`config.mk`:
```
export PLATFORM = sky130hd
export DESIGN_NAME = regfile_access_ctrl
export DESIGN_NICKNAME = d
export VERILOG_FILES = /design/src/rtl/regfile_access_ctrl_pkg.sv /design/src/rtl/regfile_access_ctrl.sv
export SDC_FILE = /design/constraint.sdc
export NUM_CORES = 1
export LEC_CHECK = 0
export BUFFER_PORTS_ARGS = -buffer_cell sky130_fd_sc_hd__buf_2
export CORE_AREA = 2 2 164 166
export CTS_CLUSTER_SIZE = 30
export DETAILED_ROUTE_END_ITERATION = 8
export DIE_AREA = 0 0 166 168
export SLEW_MARGIN = 5
export SYNTH_ARGS = -nofsm -noshare
export SYNTH_HDL_FRONTEND = slang
export SYNTH_SLANG_ARGS = --single-unit
```
`constraint.sdc`:
```
create_clock -name Clk -period 1.8 [get_ports Clk]
set_input_delay 0.18 -clock Clk [delete_from_list [all_inputs] [get_ports Clk]]
set_output_delay 0.18 -clock Clk [all_outputs]
set_load 0.01 [all_outputs]
```
`src/rtl/regfile_access_ctrl_pkg.sv`:
```
// Shared definitions for the register-file access controller: bus geometry,
// the hard-wired zero register index and the controller state encoding.
package regfile_access_ctrl_pkg;

  localparam int DATA_WIDTH = 64;
  localparam int ADDR_WIDTH = 5;
  localparam int ZERO_REG   = 31;

  typedef enum logic [1:0] {
    INIT = 2'd0,
    IDLE = 2'd1,
    READ = 2'd2,
    RESP = 2'd3
  } accessStateT;

endpackage

```
`src/rtl/regfile_access_ctrl.sv`:
```
// Initiator-side controller for the mini register file: zero-sweeps the file
// after reset, then serves write commands and single-outstanding read pairs.
module regfile_access_ctrl #(
  parameter int DATA_WIDTH    = regfile_access_ctrl_pkg::DATA_WIDTH,
  parameter int ADDR_WIDTH    = regfile_access_ctrl_pkg::ADDR_WIDTH,
  parameter int ZERO_REG      = regfile_access_ctrl_pkg::ZERO_REG,
  parameter bit INIT_ON_RESET = 1'b1
) (
  input  logic                  Clk,
  input  logic                  ResetL,
  input  logic                  CmdValid,
  output logic                  CmdReady,
  input  logic                  CmdWrite,
  input  logic [ADDR_WIDTH-1:0] CmdRA,
  input  logic [ADDR_WIDTH-1:0] CmdRB,
  input  logic [ADDR_WIDTH-1:0] CmdRW,
  input  logic [DATA_WIDTH-1:0] CmdData,
  output logic                  RspValid,
  input  logic                  RspReady,
  output logic [DATA_WIDTH-1:0] RspA,
  output logic [DATA_WIDTH-1:0] RspB,
  output logic                  InitDone,
  output logic [ADDR_WIDTH-1:0] RA,
  output logic [ADDR_WIDTH-1:0] RB,
  output logic [ADDR_WIDTH-1:0] RW,
  output logic [DATA_WIDTH-1:0] BusW,
  output logic                  RegWr,
  input  logic [DATA_WIDTH-1:0] BusA,
  input  logic [DATA_WIDTH-1:0] BusB
);
  import regfile_access_ctrl_pkg::*;

  localparam logic [ADDR_WIDTH-1:0] ZERO_IDX = ADDR_WIDTH'(ZERO_REG);

  accessStateT           state, stateNext;
  logic [ADDR_WIDTH-1:0] sweepCnt, sweepCntNext;
  logic                  cmdReadyNext, rspValidNext, initDoneNext, regWrNext;
  logic [DATA_WIDTH-1:0] rspANext, rspBNext, busWNext;
  logic [ADDR_WIDTH-1:0] raNext, rbNext, rwNext;
  logic                  cmdAccept, rspAccept;

  // Every output is a flop; async reset also kills RegWr so no falling-edge
  // write can slip into the register file once reset is seen.
  always_ff @(posedge Clk or negedge ResetL) begin
    if (!ResetL) begin
      state    <= INIT_ON_RESET ? INIT : IDLE;
      sweepCnt <= '0;
      CmdReady <= 1'b0;
      RspValid <= 1'b0;
      RspA     <= '0;
      RspB     <= '0;
      InitDone <= 1'b0;
      RA       <= '0;
      RB       <= '0;
      RW       <= '0;
      BusW     <= '0;
      RegWr    <= 1'b0;
    end else begin
      state    <= stateNext;
      sweepCnt <= sweepCntNext;
      CmdReady <= cmdReadyNext;
      RspValid <= rspValidNext;
      RspA     <= rspANext;
      RspB     <= rspBNext;
      InitDone <= initDoneNext;
      RA       <= raNext;
      RB       <= rbNext;
      RW       <= rwNext;
      BusW     <= busWNext;
      RegWr    <= regWrNext;
    end
  end

  // Next-state and next-output logic; RegWr defaults low so each write
  // command produces exactly one write-enable cycle.
  always_comb begin
    stateNext    = state;
    sweepCntNext = sweepCnt;
    cmdReadyNext = CmdReady;
    rspValidNext = RspValid;
    rspANext     = RspA;
    rspBNext     = RspB;
    initDoneNext = InitDone;
    raNext       = RA;
    rbNext       = RB;
    rwNext       = RW;
    busWNext     = BusW;
    regWrNext    = 1'b0;
    cmdAccept    = CmdValid && CmdReady;
    rspAccept    = RspValid && RspReady;

    case (state)
      INIT: begin
        cmdReadyNext = 1'b0;
        // The sweep covers every index below the zero register.
        if (sweepCnt == ZERO_IDX) begin
          stateNext    = IDLE;
          initDoneNext = 1'b1;
          cmdReadyNext = 1'b1;
        end else begin
          rwNext       = sweepCnt;
          busWNext     = '0;
          regWrNext    = 1'b1;
          sweepCntNext = sweepCnt + ADDR_WIDTH'(1);
        end
      end

      IDLE: begin
        cmdReadyNext = 1'b1;
        initDoneNext = 1'b1;
        if (cmdAccept) begin
          if (CmdWrite) begin
            if (CmdRW != ZERO_IDX) begin
              rwNext    = CmdRW;
              busWNext  = CmdData;
              regWrNext = 1'b1;
            end
          end else begin
            raNext       = CmdRA;
            rbNext       = CmdRB;
            cmdReadyNext = 1'b0;
            stateNext    = READ;
          end
        end
      end

      READ: begin
        cmdReadyNext = 1'b0;
        rspANext     = BusA;
        rspBNext     = BusB;
        rspValidNext = 1'b1;
        stateNext    = RESP;
      end

      RESP: begin
        cmdReadyNext = 1'b0;
        if (rspAccept) begin
          rspValidNext = 1'b0;
          cmdReadyNext = 1'b1;
          stateNext    = IDLE;
        end
      end

      default: begin
        stateNext = IDLE;
      end
    endcase
  end

endmodule

```
==> impl_summary.txt <==
----------------------------------------------------
[Power]
  Switch share ... 0.332
  Leakage power summed over all cells ... 6.99 nW
  Cell internal power dissipation ... 14.8 mW
  Power density cells ... 1580 nW/µm²
  Sequential Power Share ... 0.363
  Share of power burned in the clock network ... 0.226
  Portion of total power attributed to combinational logic ... 0.411
  NetSw ... 7.36 mW
  Peak supply drop ... 0.000879 V

[STA]
  Unrepaired setup endpoints after global routing ... yes
  Count of final max-slew check failures ... 0
  Final setup TNS ... -469 ps
  Min setup slack post-route ... -33.0 ps
  Finish-stage setup viols ... 36
  Worst Skew ... 10.5 ps
  Fraction of the cycle the final worst path needs ... 1.02
  Final hold violation count ... 0
  Slew HR ... 0.647
  Maximum frequency from static timing analysis ... 546 MHz
  Shortest clock period the worst path allows after layout ... 1830 ps
  Pin slew with the least headroom to its limit ... 530 ps

[Clock network]
  CTS tree ... done
  TritonCTS buffer count ... 24
  Total clock sinks ... 218
  Clock-pin transition on the worst setup and hold timing paths ... 60 ps
  Maximum buffer depth of the clock tree ... 3
  Number of levels the H-tree was split into ... 1
  Cell at the root of the clock tree ... sky130_fd_sc_hd__clkbuf_16
  Clk_lat worst skew ... 510 ps

[Setup path]
  Type of the worst setup path ... reg -> reg
  Required time of the critical path ... 2200 ps
  CP peak stage delay ... 390 ps
  Largest fanout on the critical path ... 8
  Kind of start point of the critical path ... register
  Data arrival time of the critical path ... 2230 ps
  Number of cell instances on the worst register-to-register path ... 8
  Critical path endpoint category ... register
  CP max stage cell ... sky130_fd_sc_hd__dfrtp_1
  List of cells traversed by the critical path ... ha_2 > and3_4 > ha_4 > nand2_4 > o21a_4 > o21ai_4 > clkbuf_16 > a22o_1

[Floorplan]
  Top Ports ... 423
  Number of cell rows ... 60
  Die boundary width ... 166 µm
  Overall die height ... 168 µm
  Area enclosed by the die boundary ... 27900 µm²
  Initial cell density of the core ... 0.309
  Core outline area ... 26400 µm²

[Placed design]
  Number of buffer cells added on primary ports ... 422
  DP Cell Count ... 1275
  Final weighted congestion in routability-driven placement ... 0.791
  Instance area at placement ... 10900 µm²
  HPWL after detailed placement ... 16100 µm

[Status]
  Outcome ... complete, but fails checks
  Violated checks ... setup timing

[Global route]
  Via count of the first global-routing pass ... 7336
  Global-route wire length before repair ... 39100 µm
  Maximum number of pins on one net before global-route repair ... 65
  Global-route usage over all layers ... 0.172
  GRT Residual Overflow ... 0
  Antenna violations before repair ... 0

[Routing]
  WL per Instance ... 16.9 µm
  Iteration-0 DRC count of the detailed router ... 281
  Detailed-route DRC error count ... 0
  Via density ... 4.54
  Residual antenna-violating net count after detailed routing ... 0
  Iteration count of the initial detailed-routing pass ... 4
  DR vias ... 6983
  Total Wirelength ... 26000 µm

[Yosys]
  Number of warnings reported in the yosys synthesis log ... 0
  Count of distinct cell types in the synthesized netlist ... 30
  Cells after Synth ... 512
  Mapped Nets ... 732
  Syn_area_per_cell ... 15.9 µm²
  Total standard cell area after synthesis ... 8130 µm²
  Flip-flop and latch count after synthesis ... 218
  Share of the yosys chip area belonging to registers ... 0.671

[Layout]
  Final design instance area without fill ... 14100 µm²
  Ant. Diodes ... 0
  Commonest non-fill, non-tap cell in the layout ... sky130_fd_sc_hd__buf_2
  Total of fill cells in the finished design ... 2167
  Area growth from synthesis to final layout ... 72.8%
  Final standard cell utilization of the core ... 0.533
  Final net count ... 1399
  Fraction of final layout cells sized beyond drive strength 1 ... 0.541
  Cell Count, Final, Fillers Out ... 1538
  Most frequent cells in the layout ... sky130_fd_sc_hd__buf_2 (421), sky130_fd_sc_hd__dfrtp_1 (218), sky130_fd_sc_hd__dlygate4sd3_1 (209)

[Run]
  Maximum capacitance violations ... 0

[Hold path]
  Worst hold path class ... in -> reg
  WHS Path Cells ... 3

----------------------------------------------------
-- Yosys cell counts --
library cell / n / share of area
sky130_fd_sc_hd__a211oi_1: 1 / 0.00092
sky130_fd_sc_hd__a21oi_1: 7 / 0.0043
sky130_fd_sc_hd__a22o_1: 64 / 0.069
sky130_fd_sc_hd__a31o_2: 1 / 0.0011
sky130_fd_sc_hd__a31oi_1: 1 / 0.00077
sky130_fd_sc_hd__and3_1: 2 / 0.0015
sky130_fd_sc_hd__buf_2: 20 / 0.012
sky130_fd_sc_hd__buf_4: 1 / 0.00092
sky130_fd_sc_hd__clkbuf_1: 8 / 0.0037
sky130_fd_sc_hd__dfrtp_1: 218 / 0.67
sky130_fd_sc_hd__ha_1: 8 / 0.012
sky130_fd_sc_hd__inv_1: 9 / 0.0042
sky130_fd_sc_hd__inv_2: 1 / 0.00046
sky130_fd_sc_hd__mux2_1: 10 / 0.014
sky130_fd_sc_hd__mux2_2: 131 / 0.18
sky130_fd_sc_hd__mux2i_1: 1 / 0.0012
sky130_fd_sc_hd__nand2_1: 7 / 0.0032
sky130_fd_sc_hd__nand3_1: 2 / 0.0012
sky130_fd_sc_hd__nand4_1: 1 / 0.00077
sky130_fd_sc_hd__nor2_1: 2 / 0.00092
sky130_fd_sc_hd__nor2_4: 1 / 0.0014
sky130_fd_sc_hd__nor2b_1: 1 / 0.00077
sky130_fd_sc_hd__o211ai_1: 1 / 0.00092
sky130_fd_sc_hd__o21a_1: 3 / 0.0028
sky130_fd_sc_hd__o21ai_0: 1 / 0.00061
sky130_fd_sc_hd__o21ai_2: 1 / 0.0011
sky130_fd_sc_hd__o22ai_1: 5 / 0.0038
sky130_fd_sc_hd__or3_1: 1 / 0.00077
sky130_fd_sc_hd__xnor2_1: 2 / 0.0022
sky130_fd_sc_hd__xor2_1: 1 / 0.0011
-- final cells by class --
cell class	count	area, µm²	area share
flip-flops and latches	218	5460	0.388
repair buffers	669	4730	0.336
multi-input cells	256	2590	0.184
clock buffers	33	706	0.0502
well taps	341	427	0.0304
clock inverters	11	114	0.00810
inverters	10	37.5	0.00267
-- layer usage --
metal / vias to the layer above / routed length [µm] / global-route usage / share of wire
met5: - / 0 / 0 / 0
met4: 0 / 1100 / 0.0756 / 0.042
met3: 71 / 1970 / 0.0451 / 0.076
met2: 298 / 13000 / 0.302 / 0.50
met1: 3396 / 9990 / 0.197 / 0.38
li1: 3218 / - / - / -
-- flip-flops by register name, summed over array words and instances, names as in the netlist --
name and count:
BusW 64, RspA 64, RspB 64, RA 5, RB 5, RW 5
sweepCnt 5, state 2, CmdReady 1, InitDone 1, RegWr 1, RspValid 1
-- power groups by stage --
| stage | Clock (mW) | Combinational (mW) | Sequential, mW |
|---|---|---|---|
| finish | 5.02 | 9.11 | 8.06 |
| global route | 5.37 | 9.77 | 8.33 |
| CTS | 5.15 | 8.59 | 8.02 |
| detailed placement | 0 | 8.20 | 8.06 |
| global placement | 0 | 8.09 | 8.02 |
| floorplan | 0 | 3.56 | 9.07 |
-- cells by family (layout without fill, tap and decap cells) --
| family | Yosys count | after routing | synth area share |
|---|---|---|---|
| AOI/OAI and AO/OA | 85 | 86 | 0.0852 |
| xor gates and xnor gates | 3 | 3 | 0.00323 |
| adders and majority gates | 8 | 8 | 0.0123 |
| buffers and inverters | 39 | 723 | 0.0215 |
| DFF | 218 | 218 | 0.671 |
| muxes | 142 | 142 | 0.196 |
| and+or+nand+nor | 17 | 17 | 0.0106 |
-- final timing paths --
kind,slack [ps],startpoint,endpoint
worst max register to register,-30,sweepCnt[0]$_DFFE_PN0P_,BusW[43]$_DFFE_PN0P_
worst min register to register,480,RA[3]$_DFFE_PN0P_,RA[3]$_DFFE_PN0P_
worst max-delay path,-30,sweepCnt[0]$_DFFE_PN0P_,BusW[43]$_DFFE_PN0P_
max in group asynchronous,920,ResetL,BusW[36]$_DFFE_PN0P_
worst min-delay path,30,CmdRW[2],RW[2]$_DFFE_PN0P_
min in group asynchronous,250,ResetL,RspB[11]$_DFFE_PN0P_
-- through the flow --
stage                     power [mW]  worst slack, ps  hold slack, ps
after floorplan                 12.6             9.93            -116
after global placement          16.1            -5.77             177
after detailed placement        16.3            -61.0             181
after CTS                       21.8            -38.9            15.5
after global routing            23.5            -83.1            42.8
final                           22.2            -33.0            34.6
-- repair_timing --
item	CTS	global route
gates cloned	0	8
resized for setup	2	13
pin swaps	3	7
setup buffers	0	2
endpoints found under the hold margin	261	0
hold buffers	209	0
endpoints found under the setup margin	66	77
-- worst max-delay path, delay by kind of cell (launching register included) --
kind	cells	cell delay, ps
AO/OA/AOI/OAI	3	520
adder cells (fa/ha/maj)	2	360
buffers and inverters	1	200
flip-flops	1	390
AND/OR/NAND/NOR	2	250
(Power assumes the default switching activity.)
